==> config.mk <==
export PLATFORM = sky130hd
export DESIGN_NAME = tl_fifo_ordering_fixer
export DESIGN_NICKNAME = d
export VERILOG_FILES = /design/src/rtl/tl_fifo_ordering_fixer.sv
export SDC_FILE = /design/constraint.sdc
export NUM_CORES = 1
export LEC_CHECK = 0
export ABC_AREA = 1
export BUFFER_PORTS_ARGS = -buffer_cell sky130_fd_sc_hd__buf_2
export CAP_MARGIN = 30
export CELL_PAD_IN_SITES_DETAIL_PLACEMENT = 1
export CELL_PAD_IN_SITES_GLOBAL_PLACEMENT = 2
export CORE_UTILIZATION = 17
export CTS_BUF_LIST = sky130_fd_sc_hd__clkbuf_4 sky130_fd_sc_hd__clkbuf_8 sky130_fd_sc_hd__clkbuf_16
export CTS_CLUSTER_DIAMETER = 80
export DETAILED_ROUTE_END_ITERATION = 7
export PLACE_DENSITY = 0.89
export SYNTH_ARGS = -nofsm -noshare
export SYNTH_HDL_FRONTEND = slang
export SYNTH_SLANG_ARGS = --single-unit
export TNS_END_PERCENT = 20
==> constraint.sdc <==
create_clock -name clock -period 2.14 [get_ports clock]
set_input_delay 0.107 -clock clock [delete_from_list [all_inputs] [get_ports clock]]
set_output_delay 0.107 -clock clock [all_outputs]
set_load 0.01 [all_outputs]
==> src/rtl/tl_fifo_ordering_fixer.sv <==
// TileLink-UL FIFO-ordering adapter: stalls A when a FIFO domain would switch managers while busy.
// Optional stall statistics counter enabled by TL_FIFO_FIXER_STATS_EN.

module tl_fifo_domain #(
  parameter int CNT_W = 3,
  parameter int MGR_W = 3
) (
  input  logic             clock,
  input  logic             reset,
  input  logic             inc,
  input  logic             dec,
  input  logic [MGR_W-1:0] mgr_in,
  output logic [CNT_W-1:0] cnt,
  output logic [MGR_W-1:0] mgr
);
  always_ff @(posedge clock) begin
    if (reset) begin
      cnt <= '0;
      mgr <= '0;
    end else begin
      if (inc) mgr <= mgr_in;
      // A stray response on an idle domain is a client error; hold at zero rather than wrap.
      if (inc && !dec) cnt <= cnt + CNT_W'(1);
      else if (dec && !inc && cnt != '0) cnt <= cnt - CNT_W'(1);
    end
  end
endmodule

module tl_fifo_ordering_fixer #(
  parameter int SOURCE_W     = 6,
  parameter int DOMAIN_SHIFT = 3,
  parameter int ADDR_W       = 13,
  parameter int MGR_SHIFT    = 10,
  parameter int DATA_W       = 64,
  parameter int CNT_W        = 3
) (
  input  logic                clock,
  input  logic                reset,
  output logic                auto_in_a_ready,
  input  logic                auto_in_a_valid,
  input  logic [2:0]          auto_in_a_bits_opcode,
  input  logic [2:0]          auto_in_a_bits_param,
  input  logic [2:0]          auto_in_a_bits_size,
  input  logic [SOURCE_W-1:0] auto_in_a_bits_source,
  input  logic [ADDR_W-1:0]   auto_in_a_bits_address,
  input  logic [DATA_W/8-1:0] auto_in_a_bits_mask,
  input  logic [DATA_W-1:0]   auto_in_a_bits_data,
  input  logic                auto_in_a_bits_corrupt,
  input  logic                auto_in_d_ready,
  output logic                auto_in_d_valid,
  output logic [2:0]          auto_in_d_bits_opcode,
  output logic [2:0]          auto_in_d_bits_size,
  output logic [SOURCE_W-1:0] auto_in_d_bits_source,
  output logic [DATA_W-1:0]   auto_in_d_bits_data,
  input  logic                auto_out_a_ready,
  output logic                auto_out_a_valid,
  output logic [2:0]          auto_out_a_bits_opcode,
  output logic [2:0]          auto_out_a_bits_param,
  output logic [2:0]          auto_out_a_bits_size,
  output logic [SOURCE_W-1:0] auto_out_a_bits_source,
  output logic [ADDR_W-1:0]   auto_out_a_bits_address,
  output logic [DATA_W/8-1:0] auto_out_a_bits_mask,
  output logic [DATA_W-1:0]   auto_out_a_bits_data,
  output logic                auto_out_a_bits_corrupt,
  output logic                auto_out_d_ready,
  input  logic                auto_out_d_valid,
  input  logic [2:0]          auto_out_d_bits_opcode,
  input  logic [2:0]          auto_out_d_bits_size,
  input  logic [SOURCE_W-1:0] auto_out_d_bits_source,
  input  logic [DATA_W-1:0]   auto_out_d_bits_data,
  output logic [31:0]         stall_cycles
);
  localparam int DOM_W       = SOURCE_W - DOMAIN_SHIFT;
  localparam int NUM_DOMAINS = 1 << DOM_W;
  localparam int MGR_W       = ADDR_W - MGR_SHIFT;
  localparam logic [CNT_W-1:0] CNT_MAX = '1;

  logic [NUM_DOMAINS-1:0][CNT_W-1:0] cnt;
  logic [NUM_DOMAINS-1:0][MGR_W-1:0] mgr;
  logic [DOM_W-1:0] dom_a, dom_d;
  logic [MGR_W-1:0] mgr_a;
  logic stall, a_fire, d_fire;

  assign dom_a = auto_in_a_bits_source[SOURCE_W-1:DOMAIN_SHIFT];
  assign dom_d = auto_out_d_bits_source[SOURCE_W-1:DOMAIN_SHIFT];
  assign mgr_a = auto_in_a_bits_address[ADDR_W-1:MGR_SHIFT];

  // A full counter also stalls, so increments can never wrap.
  assign stall = (cnt[dom_a] != '0 && mgr[dom_a] != mgr_a) || (cnt[dom_a] == CNT_MAX);

  assign auto_out_a_valid        = auto_in_a_valid & ~stall;
  assign auto_in_a_ready         = auto_out_a_ready & ~stall;
  assign auto_out_a_bits_opcode  = auto_in_a_bits_opcode;
  assign auto_out_a_bits_param   = auto_in_a_bits_param;
  assign auto_out_a_bits_size    = auto_in_a_bits_size;
  assign auto_out_a_bits_source  = auto_in_a_bits_source;
  assign auto_out_a_bits_address = auto_in_a_bits_address;
  assign auto_out_a_bits_mask    = auto_in_a_bits_mask;
  assign auto_out_a_bits_data    = auto_in_a_bits_data;
  assign auto_out_a_bits_corrupt = auto_in_a_bits_corrupt;

  assign auto_in_d_valid       = auto_out_d_valid;
  assign auto_out_d_ready      = auto_in_d_ready;
  assign auto_in_d_bits_opcode = auto_out_d_bits_opcode;
  assign auto_in_d_bits_size   = auto_out_d_bits_size;
  assign auto_in_d_bits_source = auto_out_d_bits_source;
  assign auto_in_d_bits_data   = auto_out_d_bits_data;

  assign a_fire = auto_out_a_valid & auto_out_a_ready;
  assign d_fire = auto_out_d_valid & auto_in_d_ready;

  for (genvar g = 0; g < NUM_DOMAINS; g++) begin : g_dom
    tl_fifo_domain #(.CNT_W(CNT_W), .MGR_W(MGR_W)) u_dom (
      .clock  (clock),
      .reset  (reset),
      .inc    (a_fire && dom_a == DOM_W'(g)),
      .dec    (d_fire && dom_d == DOM_W'(g)),
      .mgr_in (mgr_a),
      .cnt    (cnt[g]),
      .mgr    (mgr[g])
    );
  end

`ifdef TL_FIFO_FIXER_STATS_EN
  logic [31:0] stall_q;
  always_ff @(posedge clock) begin
    if (reset) stall_q <= '0;
    else if (auto_in_a_valid && stall && stall_q != '1) stall_q <= stall_q + 32'd1;
  end
  assign stall_cycles = stall_q;
`else
  assign stall_cycles = '0;
`endif
endmodule

==> impl_metrics.env <==
export IMPL_final_setup_worst_slack_ns=-0.284
export IMPL_ant_nets=0
export IMPL_buffer_ports_inserted=27
export IMPL_detail_route_vias_per_cell=3.82
export IMPL_maxClockFrequency_mhz=413
export IMPL_fraction_of_layout_cells_with_a_size_suffix_above_1_pct=35.0
export IMPL_hpwl_um=9850
export IMPL_route_detailed_wl_per_inst_um=13.2
export IMPL_r2r_end="g_dom[6].u_dom.cnt[2]$_SDFFE_PP0P_"
export IMPL_layout_min_cycle_time_ns=2.42
export IMPL_finalInstanceArea_um2=4840
export IMPL_crit_path_end_kind="flip-flop"
export IMPL_synth_top_area_share_pct=33.4
export IMPL_finish_utilization_pct=17.8
export IMPL_coreArea_um2=27300
export IMPL_worstHoldPathCells=2
export IMPL_nets=793
export IMPL_die_width_um=169
export IMPL_combinationalPowerShare_pct=17.8
export IMPL_synth_flop_cell="sky130_fd_sc_hd__dfxtp_1"
export IMPL_finalCritPeriodShare_pct=113
export IMPL_power_report_internal_total_mw=1.51
export IMPL_worst_clock_skew_ns=0.00655
export IMPL_critPathSlowestCell="sky130_fd_sc_hd__fa_2"
export IMPL_worstRegToRegCells=16
export IMPL_setup_slack_on_the_worst_flop_to_flop_path_ns=-0.28
export IMPL_row_count=60
export IMPL_area_growth_synth_to_final_pct=1.50
export IMPL_cts_inserted_buffers=5
export IMPL_netlist_cell_type_count=36
export IMPL_final_hold_violation_count=0
export IMPL_netlist_instances=683
export IMPL_count_of_unresolved_drc_violations_after_routing=0
export IMPL_p_seq_share_pct=42.4
export IMPL_p_switching_mw=0.650
export IMPL_worst_setup_path_start_kind="flip-flop"
export IMPL_netlist_top_cells_count="sky130_fd_sc_hd__buf_4 (212), sky130_fd_sc_hd__nand2_1 (138), sky130_fd_sc_hd__nand3_1 (54)"
export IMPL_clk_path_buf_depth=2
export IMPL_drtIter0Drc=151
export IMPL_cts_hold_fix_buffers=0
export IMPL_placed_cell_area_um2=4390
export IMPL_max_stage_delay_ns=0.40
export IMPL_clk_pin_slew_worst_setup_hold_paths_ns=0.07
export IMPL_die_area_um2=28700
export IMPL_number_of_sinks_handled_by_clock_tree_synthesis=48
export IMPL_tritoncts="done"
export IMPL_globalRouteTotalUtil_pct=8.88
export IMPL_routed_wirelength_um=12800
export IMPL_yosys_warnings=0
export IMPL_final_seq_area_um2=975
export IMPL_multi_input_area_um2=2290
export IMPL_clkLatencyLatePin_ns=0.30
export IMPL_antenna_cells_inserted=0
export IMPL_ioPinCount=396
export IMPL_ys_async_sr_fraction_pct=0
export IMPL_synth_sequential_area_ratio_pct=20.2
export IMPL_power_share_switching_pct=30.1
export IMPL_path_cells="inv_1, nor2_1, a21oi_1, nand2_1, o21ai_2, nand3_1, nand2_2, nand4_4, buf_4, nor2_4, nand2_2, fa_2, inv_2, nand3_4, a21oi_2, nor2_1"
export IMPL_crit_family="simple AND/OR/NAND/NOR gates"
export IMPL_classification_of_the_worst_setup_path="reg -> reg"
export IMPL_violations="setup timing"
export IMPL_outcome="complete, but fails checks"
export IMPL_grt_pass1_vias=3778
export IMPL_r2r_start="g_dom[3].u_dom.cnt[1]$_SDFFE_PP0P_"
export IMPL_grt_antenna_before_repair=0
export IMPL_cts_h_tree_lvls=2
export IMPL_dr_total_vias=3723
export IMPL_fin_tns_setup_ns=-3.36
export IMPL_critPathRequiredTime_ns=2.34
export IMPL_netlist_top_cell_by_area="sky130_fd_sc_hd__buf_4"
export IMPL_ir_drop_v=0.000205
export IMPL_worst_ep_arrival_time_ns=2.62
export IMPL_initial_core_util_pct=17.5
export IMPL_worst_path_buf_inv=3
export IMPL_grt_start_max_net_pins=36
export IMPL_filler_cell_count=3318
export IMPL_post_synth_cell_area_avg_um2=6.98
export IMPL_rsz0062_at_grt="true"
export IMPL_leakage_nw=2.09
export IMPL_synth_top_cells_by_area="sky130_fd_sc_hd__buf_4 (33%), sky130_fd_sc_hd__dfxtp_1 (20%), sky130_fd_sc_hd__nand2_1 (11%)"
export IMPL_min_path_type="in -> reg"
export IMPL_endpoint_worst_hold="g_dom[5].u_dom.mgr[0]$_SDFFE_PP0P_"
export IMPL_synthesis_area_um2=4770
export IMPL_final_max_slew_viol_count=0
export IMPL_global_placer_s_final_weighted_congestion=0.794
export IMPL_dr_pass1_iters=4
export IMPL_synthMostInstantiatedCell="sky130_fd_sc_hd__buf_4"
export IMPL_die_h_um=169
export IMPL_setup_viol=21
export IMPL_critPathMaxFanout=5
export IMPL_timing_hold_worst_start="reset"
export IMPL_power_density_cell_area_nw_per_um2=447
export IMPL_first_pass_grt_wire_length_um=20100
export IMPL_max_cap_viol_count=0
export IMPL_ys_ff_latch=48
export IMPL_number_of_enable_flip_flop_cells_after_synthesis=0
export IMPL_cts_root_buffer_cell="sky130_fd_sc_hd__clkbuf_16"
export IMPL_clkPwrFrac_pct=39.8
export IMPL_grt_overflow_total=0
## state kept, by name (all words and copies together), names as in the netlist
signal / flops
g_dom.u_dom.cnt: 24
g_dom.u_dom.mgr: 24
## worst register-to-register path, stage by stage (launching register included)
cell and delay, ns:
sky130_fd_sc_hd__dfxtp_2 0.34, sky130_fd_sc_hd__inv_1 0.08, sky130_fd_sc_hd__nor2_1 0.05, sky130_fd_sc_hd__a21oi_1 0.12, sky130_fd_sc_hd__nand2_1 0.08, sky130_fd_sc_hd__o21ai_2 0.14
sky130_fd_sc_hd__nand3_1 0.10, sky130_fd_sc_hd__nand2_2 0.10, sky130_fd_sc_hd__nand4_4 0.18, sky130_fd_sc_hd__buf_4 0.21, sky130_fd_sc_hd__nor2_4 0.10, sky130_fd_sc_hd__nand2_2 0.08
sky130_fd_sc_hd__fa_2 0.40, sky130_fd_sc_hd__inv_2 0.08, sky130_fd_sc_hd__nand3_4 0.08, sky130_fd_sc_hd__a21oi_2 0.14, sky130_fd_sc_hd__nor2_1 0.05
## worst max path at each step
stage / start / to / cells after the start
after floorplan: auto_in_a_bits_source[3] / g_dom[7].u_dom.cnt[2]$_SDFFE_PP0P_ / 20
after global placement: auto_in_a_bits_source[3] / g_dom[3].u_dom.cnt[2]$_SDFFE_PP0P_ / 18
after detailed placement: auto_in_a_bits_source[4] / g_dom[4].u_dom.cnt[2]$_SDFFE_PP0P_ / 18
after CTS: g_dom[0].u_dom.mgr[2]$_SDFFE_PP0P_ / g_dom[4].u_dom.cnt[2]$_SDFFE_PP0P_ / 19
after global routing: g_dom[3].u_dom.cnt[1]$_SDFFE_PP0P_ / g_dom[6].u_dom.cnt[2]$_SDFFE_PP0P_ / 16
final: g_dom[3].u_dom.cnt[1]$_SDFFE_PP0P_ / g_dom[6].u_dom.cnt[2]$_SDFFE_PP0P_ / 16
## cell usage in the layout (no fill, tap or decap), drive strengths merged, types with 3 or more instances in the layout
cell type / count
nand2: 147
buf: 104
nor2: 55
nand3: 55
a21oi: 53
dfxtp: 48
inv: 40
conb: 32
o21ai: 27
fa: 8
clkbuf: 6
clkinv: 5
a22oi: 5
nor3: 4
a21boi: 3
## layer usage
metal	track usage, %	vias up	part of all wire [%]
met5	0	-	0
met4	3.56	0	3.2
li1	-	1769	-
met2	14.3	134	47
met1	10.9	1765	43
met3	2.87	55	7.4
## per-stage QoR
stage	cells	hold slack, ns	power [mW]	worst slack, ns
2_1_floorplan	714	0.176	1.52	-0.0508
3_3_place_gp	962	0.214	1.28	-0.439
3_5_place_dp	962	0.214	1.29	-0.533
4_1_cts	971	0.190	2.16	-0.233
5_1_grt	975	0.214	2.25	-0.463
6_report	975	0.203	2.16	-0.284
## power groups by stage
| stage | registers (mW) | clock network, mW | logic (mW) |
|---|---|---|---|
| floorplan | 0.936 | 0 | 0.583 |
| global placement | 0.936 | 0 | 0.345 |
| detailed placement | 0.936 | 0 | 0.354 |
| CTS | 0.916 | 0.879 | 0.361 |
| global route | 0.918 | 0.914 | 0.423 |
| finish | 0.916 | 0.860 | 0.386 |
## timing repair
action | in CTS | in global routing
endpoints found under the setup margin | 23 | 42
resized for setup | 21 | 62
setup buffers | 1 | 4
pin swaps | 4 | 15
## final cells by class
class	instances	share of cell area (%)
clock buffer	6	2.87
inverter	45	3.83
sequential	48	20.1
timing repair buffer	104	16.0
tap	372	9.62
multi-input combinational	398	47.2
clock inverter	2	0.310
## cells by family after synthesis
| group | share of synthesized area, % |
|---|---|
| AND/OR/NAND/NOR | 26.3 |
| buffers and inverters | 38.9 |
| flip-flops | 20.2 |
| adder cells (fa/ha/maj) | 3.36 |
| AO/OA/AOI/OAI | 11.3 |
| other | 0.0787 |
(Power assumes the default switching activity.)
